## config.mk

```make
export PLATFORM = sky130hd
export DESIGN_NAME = wb_port_arbiter
export DESIGN_NICKNAME = d
export VERILOG_FILES = /design/src/rtl/wb_port_arbiter.sv
export SDC_FILE = /design/constraint.sdc
export NUM_CORES = 1
export LEC_CHECK = 0
export CAP_MARGIN = 20
export CORE_ASPECT_RATIO = 0.6
export CORE_MARGIN = 5
export CORE_UTILIZATION = 30
export CTS_CLUSTER_SIZE = 16
export DETAILED_ROUTE_END_ITERATION = 16
export SKIP_LAST_GASP = 1
export SLEW_MARGIN = 20
export SYNTH_ARGS = -nofsm -noshare
export SYNTH_HDL_FRONTEND = slang
export SYNTH_SLANG_ARGS = --single-unit
```

## constraint.sdc

```tcl
create_clock -name clk -period 3.6 [get_ports clk]
set_input_delay 0.72 -clock clk [delete_from_list [all_inputs] [get_ports clk]]
set_output_delay 0.72 -clock clk [all_outputs]
set_load 0.02 [all_outputs]
```

## src/rtl/wb_port_arbiter.sv

```systemverilog
`default_nettype none
// ============================================================================
// Module   : wb_port_arbiter
// Purpose  : Shares the register-file write port between pipeline writeback
//            and a FIFO of mul/div results, with a pending-register scoreboard.
// Revision : 1.0
// ============================================================================
module wb_port_arbiter #(
    parameter int DEPTH        = 2,
    parameter int STARVE_LIMIT = 4
) (
    input  logic        clk,
    input  logic        reset,
    input  logic        pipe_we,
    input  logic [4:0]  pipe_rd,
    input  logic [31:0] pipe_wdata,
    input  logic        md_issue,
    input  logic [4:0]  md_issue_rd,
    input  logic        md_valid,
    output logic        md_ready,
    input  logic [4:0]  md_rd,
    input  logic [31:0] md_wdata,
    input  logic [4:0]  rs,
    input  logic [4:0]  rt,
    output logic        pending_rs,
    output logic        pending_rt,
    output logic        stall_req,
    output logic        RegWrite,
    output logic [4:0]  Write_register,
    output logic [31:0] Write_data,
    output logic [3:0]  q_count
);
    localparam int         c_PTR_W = $clog2(DEPTH);
    localparam logic [3:0] c_DEPTH = 4'(DEPTH);
    localparam logic [7:0] c_LIMIT = 8'(STARVE_LIMIT);

    logic [4:0]         r_mem_rd   [DEPTH];
    logic [31:0]        r_mem_data [DEPTH];
    logic [c_PTR_W-1:0] r_wr_ptr;
    logic [c_PTR_W-1:0] r_rd_ptr;
    logic [3:0]         r_count;
    logic [31:0]        r_pending;
    logic [7:0]         r_age;
    logic               r_stall;

    logic               w_pipe_active;
    logic               w_empty;
    logic               w_pop;
    logic               w_push;
    logic [4:0]         w_head_rd;
    logic [31:0]        w_head_data;
    logic [31:0]        w_pending_nxt;

    assign w_pipe_active = pipe_we && (pipe_rd != 5'd0);
    assign w_empty       = (r_count == 4'd0);
    assign md_ready      = !reset && (r_count < c_DEPTH);
    assign w_push        = md_valid && md_ready && (md_rd != 5'd0);
    // Queued results are dropped, never written, while reset is asserted.
    assign w_pop         = !reset && !w_pipe_active && !w_empty;
    assign w_head_rd     = r_mem_rd[r_rd_ptr];
    assign w_head_data   = r_mem_data[r_rd_ptr];

    assign q_count    = r_count;
    assign stall_req  = r_stall;
    assign pending_rs = r_pending[rs];
    assign pending_rt = r_pending[rt];

    always_comb begin
        RegWrite       = 1'b0;
        Write_register = 5'd0;
        Write_data     = 32'd0;
        if (w_pipe_active) begin
            RegWrite       = 1'b1;
            Write_register = pipe_rd;
            Write_data     = pipe_wdata;
        end else if (w_pop) begin
            RegWrite       = 1'b1;
            Write_register = w_head_rd;
            Write_data     = w_head_data;
        end
    end

    always_ff @(posedge clk) begin
        if (w_push) begin
            r_mem_rd[r_wr_ptr]   <= md_rd;
            r_mem_data[r_wr_ptr] <= md_wdata;
        end
    end

    always_ff @(posedge clk) begin
        if (reset) begin
            r_wr_ptr <= '0;
            r_rd_ptr <= '0;
            r_count  <= 4'd0;
        end else begin
            if (w_push) r_wr_ptr <= r_wr_ptr + c_PTR_W'(1);
            if (w_pop)  r_rd_ptr <= r_rd_ptr + c_PTR_W'(1);
            case ({w_push, w_pop})
                2'b10:   r_count <= r_count + 4'd1;
                2'b01:   r_count <= r_count - 4'd1;
                default: r_count <= r_count;
            endcase
        end
    end

    // Set is applied after clear so a same-cycle reissue keeps the bit.
    always_comb begin
        w_pending_nxt = r_pending;
        if (w_pop) w_pending_nxt[w_head_rd] = 1'b0;
        if (md_issue && (md_issue_rd != 5'd0)) w_pending_nxt[md_issue_rd] = 1'b1;
        w_pending_nxt[0] = 1'b0;
    end

    always_ff @(posedge clk) begin
        if (reset) r_pending <= 32'd0;
        else       r_pending <= w_pending_nxt;
    end

    // A non-empty FIFO without a pop means the head was blocked by the pipe.
    always_ff @(posedge clk) begin
        if (reset) begin
            r_age   <= 8'd0;
            r_stall <= 1'b0;
        end else if (w_empty || w_pop) begin
            r_age   <= 8'd0;
            r_stall <= 1'b0;
        end else begin
            if (r_age != 8'hFF) r_age <= r_age + 8'd1;
            r_stall <= (r_age >= c_LIMIT);
        end
    end
endmodule
`default_nettype wire
```

[After elaboration in Yosys (flattened, before gate mapping)]
Memory sizes are Yosys's and may differ from the RTL's. A register that Yosys moved wholly into a read port is not among the register bits.
Index checks and enable logic that the tools add are counted.
Storage, ports and cells
  input bits: 94
  output and inout port bits: 46
  register bits after elaboration: 47
  memories kept: 2
  bits in writable memories: 74
Memory list
  r_mem_data: depth 2, bits a word 32, read ports 1, clocked after memory_dff 1, wr ports 1, RTL line 38  | logic [31:0] r_mem_data [DEPTH];
  r_mem_rd: depth 2, bits a word 5, read ports 1, clocked after memory_dff 1, wr ports 1, RTL line 37  | logic [4:0] r_mem_rd [DEPTH];
Operators by class
  mux-type cells: 23
  eq/ne operators: 3
  magnitude comparators: 8
  reduce and logical (&&, ||, !) cells: 19
  $add $sub $neg: 5
  bitwise operators: 3
Operators by type and width (count)
  2-to-1 mux 32 bit: 4
  AND 32 bit: 1
  inverter 32 bit: 1
  OR 32 bit: 1
  < comparator 5 x 6 -> 1 bit (second input constant): 4
  nonzero test 5 bit: 3
  2-to-1 mux 1 bit: 12
  binary-select mux 1 bit (select 5 bit): 2
  demux 1 bit (select 5 bit): 2
  greater-or-equal comparator 5 x 1 -> 1 bit (second input constant): 2
  2-to-1 mux 5 bit: 2
  logical AND 1 bit: 9
  adder 8 x 1 -> 8 bit (second input constant): 1
  greater-or-equal comparator 8 x 3 -> 1 bit (second input constant): 1
  inequality test 8 bit (second input constant): 1
  one-hot mux 4 bit (2 select lines): 1
  adder 4 x 1 -> 4 bit (second input constant): 1
  zero test 4 bit: 1
  < comparator 4 x 2 -> 1 bit (second input constant): 1
  subtractor 4 x 1 -> 4 bit (second input constant): 1
  zero test 1 bit: 3
  adder 1 bit (second input constant): 2
  == test 2 x 1 -> 1 bit (second input constant): 1
  == test 2 bit (second input constant): 1
  other kinds (3): 3

[Longest topological paths before layout]
  depth after elaboration: 9
  gate-level depth with buffers: 13

[Worst setup path after synthesis]
Ideal clock, no wire load.
  path kind: input -> register
  start point: input port reset
  end point: memory r_mem_data[0][0] (enable)
  stages on the path: 4
  path slack: -0.413 ns
  setup time: 0.431 ns
  required time: 3.169 ns
  data arrival time: 3.582 ns
  path through: clkbuf_1 > nor4_1 > o211ai_1 > nor2_1
On the way
  longest elaborated chain between the ends: 6
Ends and longest elaborated chain
  from (decl): RTL line 13  | input logic reset,
  zero test 1 bit: RTL line 56  | assign md_ready = !reset && (r_count < c_DEPTH);
  logical AND 1 bit: RTL line 56
  net md_ready: RTL line 20  | output logic md_ready,
  logical AND 1 bit (2 in a row): RTL line 57  | assign w_push = md_valid && md_ready && (md_rd != 5'd0);
  2-to-1 mux 1 bit: RTL line 84  | if (w_push) begin
  2-to-1 mux 1 bit (not written as such): RTL line 86  | r_mem_data[r_wr_ptr] <= md_wdata;
  to (decl): RTL line 38
The timed path passes the listed nets, and every way through them passes these cells.

[Final worst setup path]
  start point: input port pipe_rd[0]
  end point: output port Write_data[16]
On the way
  longest elaborated chain between the ends: 7
Ends and longest elaborated chain
  from (decl): RTL line 15  | input logic [4:0] pipe_rd,
  nonzero test 5 bit (*): RTL line 54  | assign w_pipe_active = pipe_we && (pipe_rd != 5'd0);
  logical AND 1 bit (*): RTL line 54
  zero test 1 bit: RTL line 59  | assign w_pop = !reset && !w_pipe_active && !w_empty;
  logical AND 1 bit (2 in a row): RTL line 59
  2-to-1 mux 32 bit: RTL line 76  | end else if (w_pop) begin
  2-to-1 mux 32 bit (*): RTL line 72  | if (w_pipe_active) begin
  to (decl): RTL line 30  | output logic [31:0] Write_data,
Every way passes the cells marked *; elsewhere a longest branch is shown, timed or not.

==> reports/qor.yml <==
status:
  result_of_the_run: "complete, no violations"
cts:
  cts-htree-levels: 4
  cts.clk_slew.worst_paths_ns: 0.06
  post-cts-setup-buffer-count: 0
  ctsRootBufferMaster: "sky130_fd_sc_hd__clkbuf_16"
  clock-sinks: 121
  clock_latency_ns: 0.41
  clk_path_buf_depth: 2
  ctsHoldBuffers: 0
  tritoncts_clock_tree: "built"
  cts_made_buffers: 17
pwr:
  power_mw: 4.14
  power.static_leakage_nw: 3.03
  power_density_mw_per_mm2: 490
  worst_ir_drop_vdd_uv: 312
floorplanning:
  die_height_um: 120
  site_row_count: 40
  die-width_um: 194
  io_pins: 140
  core-area_mm2: 0.0200
  start_util_pct: 30.5
  die-area_mm2: 0.0233
finish:
  numnets_final: 797
  fillers: 1873
  final_core_util_pct: 42.3
  layout-area-overhead-vs-synth_pct: 38.8
  final_layout_size_suffix_gt1_share_pct: 11.3
  antenna_cells: 0
route:
  dr.first_iter.drc_count: 259
  detailroute.via_count: 4970
  drc_markers: 0
  route.detailed.wl_per_inst_um: 17.4
  wl_um: 17100
  route.met2.wl_um: 7230
  post_drt_via_cell_ratio: 5.06
  routedLengthMet1_um: 8250
  met3_wirelength_um: 1470
  postRouteAntennaNets: 0
  detailedRoute.firstPassIterationCount: 5
  highest_layer: "met4"
synth:
  synthDistinctLibCells: 57
  syn_avg_cell_area_um2: 11.1
  netlist_instances: 550
  synthesis.area_mm2: 0.00609
  yosys_most_used_dff: "sky130_fd_sc_hd__edfxtp_1"
  postSynthRegisterBits: 121
  ys.warnings.count: 0
  synth_sequential_area_ratio_pct: 52.0
  synth_async_sr_flop_share_pct: 0
  syn-num-nets: 650
  synth_enable_flop_cells: 74
global_routing:
  overflow: 0
  global_route.usage.total_pct: 14.8
  initial_antenna_violation_count: 0
  grt_start_max_net_pins: 38
  wire_length_of_the_first_global_routing_pass_um: 27300
  grt_pass1_vias: 5025
sta:
  hold_violations: 0
  min_period_ns: 3.48
  timing.fmax_mhz: 287
  fin_ws_ns: 0.121
  finalSetupViolations: 0
  slew_headroom_pct: 39.7
  fin_skew_ns: 0.00878
  maxSlewViolCount: 0
  tightestPinTransition_ns: 0.905
  fraction_of_the_cycle_the_final_worst_path_needs_pct: 96.6
  whs_ns: 0.493
placed_design:
  place.detailed.hpwl_um: 13000
  preCtsSetupSlack_ns: -0.318
  final_weighted_congestion_in_routability_driven_placement: 0.858
  place.port_buffers: 139
worst_setup_path:
  worst-endpoint-arrival_ns: 2.76
  timing.setup.critical_path_class: "input pin to output port"
  cp-end-kind: "output port"
  crit_path_top_delay_cell: "sky130_fd_sc_hd__or4_1"
  critical-path-max-stage-delay_ns: 0.56
  cp_required_ns: 2.88
  startpoint_type: "input pin"
  worstPathCellList: "clkdlybuf4s50_1 -> or4_1 -> o21ai_1 -> nand2_1 -> buf_4 -> o21ai_0 -> dlygate4sd2_1"
  path_delay_family: "buffers and inverters"
  critPathMaxFanout: 25
  worstPathBufferInverterCount: 3
worst_hold_path:
  hp-class: "register to register"
flow_run:
  maximum_capacitance_violations: 0
## report_power, final
group          internal [mW]  switching [mW]
sequential              1.55          0.0571
clock                   1.10           0.644
combinational          0.353           0.436
## layer usage
metal,global-route usage [%],vias up
met1,20.5,2374
met4,3.60,0
li1,-,2392
met2,21.8,190
met3,5.85,14
met5,0,-
## worst register-to-register path, cell delays in order, from the launching register on
cell and delay (ns):
sky130_fd_sc_hd__dfxtp_1 0.37, sky130_fd_sc_hd__nor4_1 0.40, sky130_fd_sc_hd__nor2_1 0.15, sky130_fd_sc_hd__nand2_1 0.12, sky130_fd_sc_hd__buf_4 0.20, sky130_fd_sc_hd__inv_1 0.07, sky130_fd_sc_hd__ha_1 0.21, sky130_fd_sc_hd__ha_1 0.28
sky130_fd_sc_hd__a21o_1 0.19, sky130_fd_sc_hd__a21oi_1 0.18, sky130_fd_sc_hd__mux2i_1 0.24, sky130_fd_sc_hd__mux2_2 0.35
## through the flow
step | setup TNS [ns] | instance area, um^2 | std cells
finish | 0 | 8450 | 983
detailed placement | -6.00 | 7880 | 951
floorplan | -30.58 | 6090 | 550
global route | -0.000139 | 8450 | 983
global placement | -4.36 | 7880 | 951
CTS | -0.0973 | 8450 | 983
## cell type report
cell class	instances	area, um^2	area share [%]
flip-flops and latches	121	3160	37.4
repair buffers	167	1590	18.8
inverters	12	45.0	0.533
clock buffers	17	425	5.03
well taps	273	342	4.04
clock inverters	15	191	2.26
multi-input cells	378	2700	31.9
## kinds of logic (layout without fill, tap and decap cells)
logic type | count (synthesis) | after routing | share of synthesized area (%)
xor+xnor | 6 | 6 | 0.863
buf+inv | 51 | 211 | 4.19
compound gates | 128 | 128 | 13.1
mux | 58 | 58 | 13.2
simple gates | 180 | 180 | 15.3
flops | 121 | 121 | 52.0
fa+ha+maj | 6 | 6 | 1.36
## cell usage after synthesis (4+ instances only)
cell type | instances | area (um^2)
sky130_fd_sc_hd__o21ai_0 | 37 | 185
sky130_fd_sc_hd__nand2_1 | 44 | 165
sky130_fd_sc_hd__nand4b_1 | 4 | 35.0
sky130_fd_sc_hd__nand3_1 | 6 | 30.0
sky130_fd_sc_hd__mux2_2 | 4 | 45.0
sky130_fd_sc_hd__a211oi_1 | 37 | 278
sky130_fd_sc_hd__mux2i_1 | 40 | 400
sky130_fd_sc_hd__or4_1 | 5 | 37.5
sky130_fd_sc_hd__ha_1 | 5 | 62.6
sky130_fd_sc_hd__buf_1 | 8 | 30.0
sky130_fd_sc_hd__inv_1 | 12 | 45.0
sky130_fd_sc_hd__edfxtp_1 | 74 | 2220
sky130_fd_sc_hd__nor2_1 | 55 | 206
sky130_fd_sc_hd__mux4_1 | 12 | 315
sky130_fd_sc_hd__nand4_1 | 8 | 50.1
sky130_fd_sc_hd__or3_1 | 4 | 25.0
sky130_fd_sc_hd__a21oi_1 | 28 | 140
sky130_fd_sc_hd__and3b_1 | 4 | 35.0
sky130_fd_sc_hd__nor3_1 | 17 | 85.1
sky130_fd_sc_hd__xnor2_1 | 4 | 35.0
sky130_fd_sc_hd__o31ai_1 | 6 | 45.0
sky130_fd_sc_hd__buf_2 | 4 | 20.0
sky130_fd_sc_hd__dfxtp_1 | 47 | 941
sky130_fd_sc_hd__clkbuf_1 | 16 | 60.1
sky130_fd_sc_hd__buf_6 | 6 | 67.6
sky130_fd_sc_hd__nor2b_1 | 8 | 50.1
## flip-flops by register name, summed over array words and instances (netlist names), named ones only
| register | flops |
|---|---|
| r_wr_ptr | 1 |
| q_count | 4 |
| r_pending | 31 |
| r_age | 8 |
| r_rd_ptr | 1 |
| r_mem_data | 64 |
| stall_req | 1 |
| r_mem_rd | 10 |
## layout by cell type (no fill, tap or decap), drive strengths merged, types with 6 or more instances in the layout
| cell type | Yosys | final |
|---|---|---|
| clkdlybuf4s50 | 0 | 99 |
| edfxtp | 74 | 74 |
| nor2 | 56 | 56 |
| dfxtp | 47 | 47 |
| nand2 | 45 | 45 |
| mux2i | 40 | 40 |
| o21ai | 40 | 40 |
| a211oi | 37 | 37 |
| buf | 21 | 29 |
| a21oi | 28 | 28 |
| dlygate4sd2 | 0 | 26 |
| clkbuf | 18 | 21 |
| nor3 | 17 | 17 |
| inv | 12 | 16 |
| mux4 | 14 | 14 |
| nor2b | 8 | 8 |
| nand4 | 8 | 8 |
| nand3 | 6 | 6 |
| o31ai | 6 | 6 |
| clkdlybuf4s15 | 0 | 6 |
## what timing repair did
item,in CTS,in global routing
pin swaps,0,0
endpoints found under the setup margin,38,13
gates resized for setup,40,24
## path summary, 6_finish.rpt
| check | startpoint | endpoint | slack, ns | depth (start not counted) |
|---|---|---|---|---|
| max | pipe_rd[0] | Write_data[16] | 0.12 | 7 |
| min | r_rd_ptr | r_rd_ptr | 0.49 | 1 |
| max reg2reg | q_count[3] | q_count[3] | 0.73 | 11 |
| min reg2reg | r_rd_ptr | r_rd_ptr | 0.49 | 1 |
Power figures use the tool's default switching activity.
